--- src/rtl/uart_cmd_decoder.sv ---
// Host command decoder behind the UART receiver: synchronises byte/avail,
// parses 1- and 3-byte commands, and drives analyzer config and control strobes.
module uart_cmd_decoder #(
  parameter int unsigned TIMEOUT_CYCLES  = 500000,
  parameter logic [15:0] DEFAULT_DIVIDER = 16'd1,
  parameter logic [15:0] DEFAULT_DEPTH   = 16'd1024
) (
  input  logic        i_clk,
  input  logic        _rst,
  input  logic [7:0]  i_data,
  input  logic        i_avail,
  output logic [7:0]  o_trig_mask,
  output logic [7:0]  o_trig_value,
  output logic [15:0] o_divider,
  output logic [15:0] o_depth,
  output logic        o_arm,
  output logic        o_abort,
  output logic        o_status_req,
  output logic        o_err,
  output logic        o_busy
);

  localparam int unsigned CW = $clog2(TIMEOUT_CYCLES + 1);
  localparam logic [CW-1:0] TIMEOUT_LIMIT = CW'(TIMEOUT_CYCLES);

  localparam logic [1:0] S_OP   = 2'd0;
  localparam logic [1:0] S_ARG0 = 2'd1;
  localparam logic [1:0] S_ARG1 = 2'd2;

  localparam logic [7:0] OP_ARM    = 8'h01;
  localparam logic [7:0] OP_ABORT  = 8'h02;
  localparam logic [7:0] OP_TRIG   = 8'h03;
  localparam logic [7:0] OP_DIV    = 8'h04;
  localparam logic [7:0] OP_DEPTH  = 8'h05;
  localparam logic [7:0] OP_STATUS = 8'h06;

  // sync_q[0..1] form the synchroniser, sync_q[2] is the edge-detect history.
  logic [2:0] sync_q;
  logic       strb_q;
  logic [7:0] byte_q;

  logic [1:0]    state_q, state_d;
  logic [7:0]    op_q, op_d;
  logic [7:0]    arg0_q, arg0_d;
  logic [CW-1:0] cnt_q, cnt_d;
  logic [7:0]    mask_q, mask_d;
  logic [7:0]    value_q, value_d;
  logic [15:0]   div_q, div_d;
  logic [15:0]   depth_q, depth_d;
  logic          arm_q, arm_d;
  logic          abort_q, abort_d;
  logic          status_q, status_d;
  logic          err_q, err_d;

  // NOTE: state registers use non-blocking assignments so every flop samples
  // pre-edge values; blocking here would let sync_q ripple through in one cycle.
  always_ff @(posedge i_clk or negedge _rst) begin
    if (!_rst) begin
      sync_q <= 3'b000;
      strb_q <= 1'b0;
      byte_q <= 8'h00;
    end else begin
      sync_q <= {sync_q[1:0], i_avail};
      strb_q <= sync_q[1] & ~sync_q[2];
      if (sync_q[1] & ~sync_q[2]) byte_q <= i_data;
    end
  end

  // NOTE: every next-state signal is defaulted first so no path infers a latch.
  always_comb begin
    state_d  = state_q;
    op_d     = op_q;
    arg0_d   = arg0_q;
    cnt_d    = cnt_q;
    mask_d   = mask_q;
    value_d  = value_q;
    div_d    = div_q;
    depth_d  = depth_q;
    arm_d    = 1'b0;
    abort_d  = 1'b0;
    status_d = 1'b0;
    err_d    = 1'b0;

    if (strb_q) begin
      cnt_d = '0;
      case (state_q)
        S_OP: begin
          case (byte_q)
            OP_ARM:    arm_d    = 1'b1;
            OP_ABORT:  abort_d  = 1'b1;
            OP_STATUS: status_d = 1'b1;
            OP_TRIG, OP_DIV, OP_DEPTH: begin
              op_d    = byte_q;
              state_d = S_ARG0;
            end
            default:   err_d    = 1'b1;
          endcase
        end
        S_ARG0: begin
          arg0_d  = byte_q;
          state_d = S_ARG1;
        end
        S_ARG1: begin
          state_d = S_OP;
          case (op_q)
            OP_TRIG: begin
              mask_d  = arg0_q;
              value_d = byte_q;
            end
            OP_DIV: begin
              if ({byte_q, arg0_q} == 16'h0000) err_d = 1'b1;
              else                              div_d = {byte_q, arg0_q};
            end
            OP_DEPTH: depth_d = {byte_q, arg0_q};
            default:  err_d   = 1'b1;
          endcase
        end
        default: state_d = S_OP;
      endcase
    end else if (state_q != S_OP) begin
      // A stalled host loses its partial command; the byte strobe above takes priority.
      if (cnt_q == TIMEOUT_LIMIT) begin
        err_d   = 1'b1;
        state_d = S_OP;
        op_d    = 8'h00;
        arg0_d  = 8'h00;
        cnt_d   = '0;
      end else begin
        cnt_d = cnt_q + CW'(1);
      end
    end else begin
      cnt_d = '0;
    end
  end

  always_ff @(posedge i_clk or negedge _rst) begin
    if (!_rst) begin
      state_q  <= S_OP;
      op_q     <= 8'h00;
      arg0_q   <= 8'h00;
      cnt_q    <= '0;
      mask_q   <= 8'h00;
      value_q  <= 8'h00;
      div_q    <= DEFAULT_DIVIDER;
      depth_q  <= DEFAULT_DEPTH;
      arm_q    <= 1'b0;
      abort_q  <= 1'b0;
      status_q <= 1'b0;
      err_q    <= 1'b0;
    end else begin
      state_q  <= state_d;
      op_q     <= op_d;
      arg0_q   <= arg0_d;
      cnt_q    <= cnt_d;
      mask_q   <= mask_d;
      value_q  <= value_d;
      div_q    <= div_d;
      depth_q  <= depth_d;
      arm_q    <= arm_d;
      abort_q  <= abort_d;
      status_q <= status_d;
      err_q    <= err_d;
    end
  end

  assign o_trig_mask  = mask_q;
  assign o_trig_value = value_q;
  assign o_divider    = div_q;
  assign o_depth      = depth_q;
  assign o_arm        = arm_q;
  assign o_abort      = abort_q;
  assign o_status_req = status_q;
  assign o_err        = err_q;
  assign o_busy       = (state_q != S_OP);

endmodule

--- config.mk ---
export PLATFORM = sky130hd
export DESIGN_NAME = uart_cmd_decoder
export DESIGN_NICKNAME = d
export VERILOG_FILES = /design/src/rtl/uart_cmd_decoder.sv
export SDC_FILE = /design/constraint.sdc
export NUM_CORES = 1
export LEC_CHECK = 0
export ABC_AREA = 0
export BUFFER_PORTS_ARGS = -buffer_cell sky130_fd_sc_hd__buf_2
export CAP_MARGIN = 20
export CORE_MARGIN = 2
export CORE_UTILIZATION = 30
export CTS_BUF_LIST = sky130_fd_sc_hd__clkbuf_16
export DETAILED_ROUTE_END_ITERATION = 8
export HOLD_SLACK_MARGIN = 0.06
export PLACE_DENSITY = 0.59
export SLEW_MARGIN = 20
export SYNTH_ARGS = -nofsm -noshare
export SYNTH_HDL_FRONTEND = slang
export SYNTH_SLANG_ARGS = --single-unit
export TNS_END_PERCENT = 1
--- constraint.sdc ---
create_clock -name i_clk -period 2.5 [get_ports i_clk]
set_input_delay 0.5 -clock i_clk [delete_from_list [all_inputs] [get_ports i_clk]]
set_output_delay 0.5 -clock i_clk [all_outputs]
set_load 0.05 [all_outputs]
==> run_results.csv, run 1 <==
group,metric,value,unit
outcome,status,"finished clean",
clock_tree,clk_pin_slew_worst_paths,70,ps
yosys,seq_area_frac_synth,59.6,%
run,drv_cap,0,
yosys,synth_edf_count,0,
grt,antenna_found_initial,0,
critical_path,endpoint_kind,"register",
critical_path,worstSetupPathType,"reg2reg",
die,dieArea,15100,sq um
yosys,ys_top_cells_by_count,"99 x dfrtp_1, 55 x mux2_2, 24 x nor2_1, 15 x inv_1, 14 x nand2_1",
placement,dp_hpwl,6690,um
final_layout,area_growth,22.8,%
critical_path,crit_path_max_fanout,16,
grt,grt_pass1_vias,2859,
sta,rsz0062_at_grt,"false",
yosys,synth_cells,335,
final_layout,nNetsFinal,427,
yosys,synthSimpleGateAreaFrac,13.2,%
routing,dr.pass1.iters,6,
clock_tree,clock-sinks,101,
power_and_ir_drop,leakagePower,2.59,nW
yosys,synthAdderAreaFrac,0.590,%
grt,overflow,0,
yosys,synthMuxAreaShare,14.8,%
sta,relSlewSlack,47.4,%
clock_tree,cts_made_buffers,9,
die,io_pins,64,
critical_path,crit_arrival,2530,ps
yosys,synthArstFlopShare,100,%
die,die_y,123,um
clock_tree,cts_buffer_depth,2,
clock_tree,ctsResizeCount,0,
power_and_ir_drop,peakVddDrop,302,uV
sta,finalSetupViolCount,0,
routing,wl_per_cell,15.3,um
sta,min_period_over_period,92.2,%
routing,wirelength,9180,um
placement,post_dp_cell_area,4880,sq um
clock_tree,clock_insertion_delay_worst_skew,340,ps
die,die_w,123,um
sta,report.final.slew_viol_count,0,
final_layout,drive_gt1_share,37.7,%
final_layout,fin_area,5210,sq um
yosys,yosysMostFrequentCell,"dfrtp_1",
final_layout,insertedDiodeCount,0,
sta,finClkSkew,9.75,ps
sta,max_slew.worst_pin.slew,788,ps
routing,avgViaCountPerCell,4.77,
hold_path,hp-class,"in2async",
grt,grt_start_max_net_pins,43,
die,num_rows,43,
placement,io_buffers,63,
die,initial_core_util,30.7,%
yosys,syn-num-nets,348,
clock_tree,htree_num_levels,3,
yosys,yosysUniqueCellTypes,49,
sta,finalHoldViolCount,0,
clock_tree,root_buffer,"clkbuf_16",
sta,fmax,0.434,GHz
yosys,synth_area,4240,sq um
yosys,yosysWarnings,0,
clock_tree,ctsHoldBuffers,0,
yosys,synthFlopType,"dfrtp_1",
yosys,avgSynthCellArea,12.7,sq um
yosys,synth_top_family_by_area,"multiplexers",
sta,whs,136,ps
sta,post-route-min-period,2310,ps
yosys,ys_top_cells_by_area,"dfrtp_1 58%, mux2_2 15%, nor2_1 2.1%, xnor2_1 1.4%, xor2_1 1.4%",
clock_tree,cts_tree,"built",
critical_path,crit_start,"op_q[5]$_DFFE_PN0P_",
yosys,synthXorXnorAreaFrac,2.89,%
yosys,synth-compound-area-share,5.99,%
yosys,synth.top_cell.area_share,58.4,%
critical_path,critPathLaunchType,"register",
yosys,synth_largest_area_cell,"dfrtp_1",
grt,grt_usage,12.8,%
grt,grt_pass1_wl,14800,um
placement,finalWeightedCongestion,0.818,
power_and_ir_drop,power_density,661,nW/um^2
critical_path,crit_required,2730,ps
routing,drcViolationCount,0,
critical_path,rr_startpoint,"op_q[5]$_DFFE_PN0P_",
sta,fin_tns_setup,0,ps
yosys,synth_seq_cells,101,
clock_tree,post_cts_buffers,0,
routing,drt_iter0_markers,120,
routing,ant_nets,0,
routing,num_vias,2857,
die,core_area,13800,sq um
-- per-stage QoR --
step                utilization [%]  cells  power (W)  setup WS [ps]
finish                         37.7    599    0.00344            194
global route                   37.7    599    0.00359            140
CTS                            37.7    599    0.00348            189
detailed placement             35.3    583    0.00196            197
global placement               35.3    583    0.00196            215
floorplan                         -    335    0.00183            140
-- layout by cell type (no fill, tap or decap), types with 2 or more instances in the layout --
cell,n
a211o_1,2
mux2_2,55
buf_2,62
nor2_1,24
o22ai_1,3
nor4_1,6
or3_1,4
o21ai_0,12
and3_1,8
clkbuf_16,9
and4_1,3
dfstp_2,2
xnor2_1,7
nor2b_1,2
nor3_1,4
buf_4,14
or4_1,4
ha_1,2
o31ai_1,2
a22oi_1,8
buf_12,3
inv_6,2
bufinv_16,2
dfrtp_1,99
xor2_1,7
a21oi_1,5
o41ai_1,2
nand4_1,7
inv_1,15
nand3_1,6
nor4bb_1,3
nand2_1,14
-- power by group --
part	leakage [nW]	internal, W	switching [W]	total (W)
clock	0.159	0.000893	0.000626	0.00152
sequential	1.34	0.00167	0.0000469	0.00171
combinational	1.09	0.0000811	0.000130	0.000211
-- cells by family after synthesis --
| group | after synthesis |
|---|---|
| compound gates | 39 |
| flops | 101 |
| simple gates | 97 |
| fa+ha+maj | 2 |
| xor+xnor | 14 |
| mux | 56 |
| buf+inv | 26 |
-- state kept, by name, indices dropped and copies added (netlist names), 2 cells and up --
signal and flops:
state_q 2, o_trig_mask 8, arg0_q 8, op_q 8, byte_q 8, o_trig_value 8, sync_q 3, o_depth 16
o_divider 16, cnt_q 19
-- final timing paths --
check | end | slack [ps] | cells after the start
max | o_trig_mask[6]$_DFFE_PN0P_ | 190 | 5
max reg2reg | o_trig_mask[6]$_DFFE_PN0P_ | 190 | 5
min in group i_clk | sync_q[0]$_DFF_PN0_ | 270 | 1
min reg2reg | sync_q[1]$_DFF_PN0_ | 350 | 0
max in group asynchronous | o_divider[0]$_DFFE_PN1P_ | 1680 | 2
min | o_depth[2]$_DFFE_PN0P_ | 140 | 1
-- metal layers --
metal | vias up | track usage (%) | share of wire (%)
met1 | 1418 | 16.3 | 44
met2 | 61 | 21.4 | 50
met5 | - | 0 | 0
li1 | 1362 | - | -
met3 | 16 | 3.09 | 4.1
met4 | 0 | 4.38 | 1.8
-- area by class of cell --
class	count	area, sq um
well taps	180	225
inverters	15	56.3
flip-flops and latches	101	2530
repair buffers	79	475
fillers	1341	8620
clock buffers	9	225
multi-input cells	208	1590
clock inverters	7	105
-- worst max-delay path, stage by stage (launching register included) --
cell,delay [ps]
dfrtp_1,380
or4_4,540
or4b_4,520
nor3b_4,230
buf_12,190
mux2_2,340
Note: power is estimated with default switching activity, not from simulation.
==> run 2: changes to the inputs <==
--- a/config.mk
+++ b/config.mk
@@ -13,6 +13,7 @@
 export CTS_BUF_LIST = sky130_fd_sc_hd__clkbuf_16
 export DETAILED_ROUTE_END_ITERATION = 8
 export HOLD_SLACK_MARGIN = 0.06
+export MAX_ROUTING_LAYER = met4
 export PLACE_DENSITY = 0.59
 export SLEW_MARGIN = 20
 export SYNTH_ARGS = -nofsm -noshare
==> run_results.csv, run 2 (same netlist as run 1, synthesis figures left out) <==
group,metric,value,unit
sta,max_slew.worst_pin.slew,785,ps
clock_tree,clk_pin_slew_worst_paths,70,ps
routing,drt_iter0_markers,139,
power_and_ir_drop,leakagePower,2.59,nW
clock_tree,clock-sinks,101,
die,initial_core_util,30.7,%
sta,rsz0062_at_grt,"false",
routing,wl_met2,4610,um
final_layout,final_common_cell,"dfrtp_1",
clock_tree,ctsResizeCount,0,
final_layout,area_growth,22.8,%
sta,fmax,0.434,GHz
die,die_w,123,um
die,num_rows,43,
placement,dp_hpwl,6690,um
sta,post-route-min-period,2300,ps
clock_tree,ctsHoldBuffers,0,
grt,overflow,0,
clock_tree,htree_num_levels,3,
routing,avgViaCountPerCell,4.78,
grt,grt_pass1_wl,14800,um
sta,finClkSkew,9.62,ps
placement,io_buffers,63,
sta,finalSetupViolCount,0,
clock_tree,root_buffer,"clkbuf_16",
die,die_y,123,um
die,core_area,13800,sq um
clock_tree,post_cts_buffers,0,
final_layout,layout_common_cells,"99 x dfrtp_1, 62 x buf_2, 55 x mux2_2",
final_layout,fin_area,5210,sq um
clock_tree,cts_made_buffers,9,
clock_tree,cts_buffer_depth,2,
sta,report.final.slew_viol_count,0,
grt,antenna_found_initial,0,
critical_path,crit_required,2720,ps
sta,finalHoldViolCount,0,
die,dieArea,15100,sq um
power_and_ir_drop,peakVddDrop,294,uV
critical_path,endpoint_kind,"register",
critical_path,crit_path_max_fanout,16,
power_and_ir_drop,power_density,660,nW/um^2
placement,post_dp_cell_area,4880,sq um
final_layout,n_fill_cell,1341,
sta,min_period_over_period,92.2,%
routing,num_vias,2866,
die,io_pins,64,
routing,m1WireLength,4060,um
grt,grt_pass1_vias,2855,
grt,grt_start_max_net_pins,43,
routing,drcViolationCount,0,
critical_path,worstSetupPathType,"reg2reg",
final_layout,drive_gt1_share,37.7,%
grt,grt_usage,13.2,%
run,drv_cap,0,
clock_tree,clock_insertion_delay_worst_skew,340,ps
outcome,status,"finished clean",
clock_tree,cts_tree,"built",
routing,ant_nets,0,
sta,relSlewSlack,47.6,%
final_layout,largest_reg_flops,19,
routing,met3_length,353,um
routing,wirelength,9160,um
placement,finalWeightedCongestion,0.831,
routing,wl_per_cell,15.3,um
final_layout,insertedDiodeCount,0,
sta,fin_tns_setup,0,ps
critical_path,critPathLaunchType,"register",
final_layout,final_util,37.7,%
routing,dr.pass1.iters,4,
hold_path,hp-class,"in2async",
routing,topRoutingLayerUsed,"met4",
final_layout,regMostFlops,"cnt_q",
final_layout,nNetsFinal,427,
critical_path,crit_arrival,2530,ps
## run 2: metrics by stage
| stage | hold WS (ps) | power [W] | std cells | worst slack (ps) |
|---|---|---|---|---|
| finish | 138 | 0.00344 | 599 | 196 |
| CTS | 158 | 0.00348 | 599 | 189 |
| floorplan | 204 | 0.00183 | 335 | 140 |
| detailed placement | 336 | 0.00196 | 583 | 197 |
| global placement | 336 | 0.00196 | 583 | 215 |
| global route | 167 | 0.00359 | 599 | 140 |
## run 2: area by class of cell
type                       count  area [sq um]  share of cell area, %
timing repair buffer          79           475                   9.13
clock buffer                   9           225                   4.32
sequential                   101          2530                   48.6
multi-input combinational    208          1590                   30.6
clock inverter                 7           105                   2.02
inverter                      15          56.3                   1.08
tap                          180           225                   4.32
## run 2: layer usage
metal / GRT usage (%) / vias to the layer above
met3: 3.14 / 13
met5: - / -
met4: 4.38 / 0
li1: - / 1360
met2: 21.4 / 64
met1: 16.3 / 1429
## run 2: where the power goes
part | switching [W] | internal, W
clock | 0.000619 | 0.000893
sequential | 0.0000469 | 0.00167
combinational | 0.000130 | 0.0000811
total | 0.000795 | 0.00264
## run 2: worst paths after layout
kind	from	cells past startpoint	slack, ps	end
max in group asynchronous	_rst	2	1690	o_divider[0]$_DFFE_PN1P_
hold / removal	_rst	1	140	o_depth[2]$_DFFE_PN0P_
min in group i_clk	i_avail	1	280	sync_q[0]$_DFF_PN0_
hold reg to reg	sync_q[0]$_DFF_PN0_	0	350	sync_q[1]$_DFF_PN0_
setup reg to reg	op_q[5]$_DFFE_PN0P_	5	200	o_trig_mask[6]$_DFFE_PN0P_
setup / recovery	op_q[5]$_DFFE_PN0P_	5	200	o_trig_mask[6]$_DFFE_PN0P_
## run 2: critical path: stages, from the launching register on
cell and delay (ps):
dfrtp_1 370, or4_4 540, or4b_4 520, nor3b_4 230, buf_12 190, mux2_2 340
==> run 3: changes to the inputs <==
--- a/config.mk
+++ b/config.mk
@@ -14,7 +14,7 @@
 export DETAILED_ROUTE_END_ITERATION = 8
 export HOLD_SLACK_MARGIN = 0.06
 export MAX_ROUTING_LAYER = met4
-export PLACE_DENSITY = 0.59
+export PLACE_DENSITY = 0.57
 export SLEW_MARGIN = 20
 export SYNTH_ARGS = -nofsm -noshare
 export SYNTH_HDL_FRONTEND = slang
==> constraint.sdc (replaced) <==
create_clock -name i_clk -period 2.4 [get_ports i_clk]
set_input_delay 0.48 -clock i_clk [delete_from_list [all_inputs] [get_ports i_clk]]
set_output_delay 0.48 -clock i_clk [all_outputs]
set_load 0.05 [all_outputs]
==> run_results.csv, run 3 (same netlist as run 1, synthesis figures left out) <==
group,metric,value,unit
outcome,status,"finished clean",
routing,wirelength,9260,um
placement,dp_hpwl,6590,um
hold_path,hp-class,"in2async",
placement,place_ws,90.2,ps
die,die_w,123,um
critical_path,endpoint_kind,"register",
critical_path,critPathLaunchType,"register",
sta,fin_ws,117,ps
power_and_ir_drop,power_density,662,nW/um^2
grt,grt_usage,13.5,%
final_layout,drive_gt1_share,37.0,%
routing,drcViolationCount,0,
final_layout,nNetsFinal,427,
final_layout,area_growth,22.0,%
clock_tree,clock-sinks,101,
clock_tree,clk_pin_slew_worst_paths,70,ps
grt,grt_pass1_wl,15000,um
critical_path,crit_chain,"or4_4, or4b_4, nor3b_4, buf_4, mux2_2",
critical_path,reg2reg_setup_slack,120,ps
power_and_ir_drop,sequentialPowerShare,52.3,%
power_and_ir_drop,switchingPower,0.000803,W
die,num_rows,43,
sta,rsz0062_at_grt,"false",
clock_tree,cts_buffer_depth,2,
routing,wl_per_cell,15.5,um
clock_tree,cts_made_buffers,9,
routing,drt_iter0_markers,136,
run,drv_cap,0,
routing,num_vias,2887,
critical_path,cpMaxStageDelayCell,"or4_4",
power_and_ir_drop,p_clk_share,41.6,%
final_layout,insertedDiodeCount,0,
die,core_area,13800,sq um
final_layout,final_util,37.4,%
grt,grt_pass1_vias,2845,
critical_path,worstSetupPathType,"reg2reg",
grt,antenna_found_initial,0,
power_and_ir_drop,p_total,0.00343,W
power_and_ir_drop,internal-power,0.00262,W
clock_tree,root_buffer,"clkbuf_16",
critical_path,crit_required,2630,ps
sta,min_period_over_period,95.1,%
final_layout,regMostFlops,"cnt_q",
routing,ant_nets,0,
final_layout,final_common_cell,"dfrtp_1",
grt,grt_start_max_net_pins,46,
routing,dr.pass1.iters,4,
final_layout,layout_common_cells,"99 x dfrtp_1, 62 x buf_2, 55 x mux2_2",
sta,fmax,0.438,GHz
die,initial_core_util,30.7,%
sta,report.final.slew_viol_count,0,
sta,finalHoldViolCount,0,
power_and_ir_drop,leakagePower,2.58,nW
critical_path,cpPeakStageDelay,540,ps
power_and_ir_drop,swShare,23.4,%
sta,post-route-min-period,2280,ps
die,die_y,123,um
die,dieArea,15100,sq um
power_and_ir_drop,power_frac_comb,6.2,%
sta,fin_tns_setup,0,ps
sta,relSlewSlack,46.3,%
clock_tree,cts_tree,"built",
grt,overflow,0,
final_layout,largest_reg_flops,19,
sta,finalSetupViolCount,0,
placement,finalWeightedCongestion,0.797,
critical_path,crit_path_max_fanout,6,
clock_tree,clock_insertion_delay_worst_skew,350,ps
die,io_pins,64,
placement,io_buffers,63,
sta,finClkSkew,10.2,ps
sta,max_slew.worst_pin.slew,805,ps
routing,avgViaCountPerCell,4.82,
power_and_ir_drop,peakVddDrop,371,uV
critical_path,crit_arrival,2510,ps
clock_tree,htree_num_levels,3,
-- run 3: changes by cell type in the layout (fill, tap and decap cells not counted), sizes merged --
cell      delta
clkinvlp     -1
clkinv       +2
bufinv       -1
-- run 3: cell type report --
| cell class | instances | area, sq um |
|---|---|---|
| inverters | 15 | 56.3 |
| clock buffers | 9 | 225 |
| repair buffers | 79 | 479 |
| clock inverters | 7 | 67.6 |
| well taps | 180 | 225 |
| flip-flops and latches | 101 | 2530 |
| multi-input cells | 208 | 1590 |
| fillers | 1339 | 8650 |
-- run 3: through the flow --
step	std cells	area, sq um	hold slack [ps]
final	599	5170	138
after global routing	599	5170	173
after CTS	599	5170	145
after detailed placement	583	4880	340
after global placement	583	4880	337
after floorplan	335	4240	184
-- run 3: worst max-delay path, delay by kind of cell (launching register included) --
| kind | cells | cell delay (ps) |
|---|---|---|
| simple gates | 3 | 1270 |
| mux | 1 | 340 |
| buf+inv | 1 | 190 |
| flops | 1 | 370 |
-- run 3: what timing repair did --
item,CTS,global route
hold buffers,0,0
setup buffers,0,0
endpoints found under the setup margin,0,1
gates resized for setup,0,1
-- run 3: worst paths after layout --
check                                    start                          end  depth (start not counted)
setup reg to reg           op_q[5]$_DFFE_PN0P_  o_trig_value[3]$_DFFE_PN0P_                          5
hold reg to reg            sync_q[0]$_DFF_PN0_          sync_q[1]$_DFF_PN0_                          0
max in group asynchronous                 _rst          cnt_q[14]$_DFF_PN0_                          2
setup / recovery           op_q[5]$_DFFE_PN0P_  o_trig_value[3]$_DFFE_PN0P_                          5
min in group i_clk                     i_avail          sync_q[0]$_DFF_PN0_                          1
hold / removal                            _rst       o_depth[4]$_DFFE_PN0P_                          1
-- run 3: power groups by stage --
stage               combinational, W  clock (W)  sequential (W)
finish                      0.000211    0.00142         0.00179
global route                0.000235    0.00155         0.00180
CTS                         0.000215    0.00149         0.00179
detailed placement          0.000214          0         0.00182
global placement            0.000211          0         0.00182
floorplan                  0.0000965          0         0.00181
-- run 3: routing by layer --
| metal | wire (um) | up-vias | global-route usage, % |
|---|---|---|---|
| met5 | 0 | - | - |
| met4 | 78 | 0 | 3.52 |
| met3 | 510 | 9 | 4.57 |
| met2 | 4620 | 66 | 21.9 |
| met1 | 4060 | 1445 | 16.1 |
| li1 | - | 1367 | - |
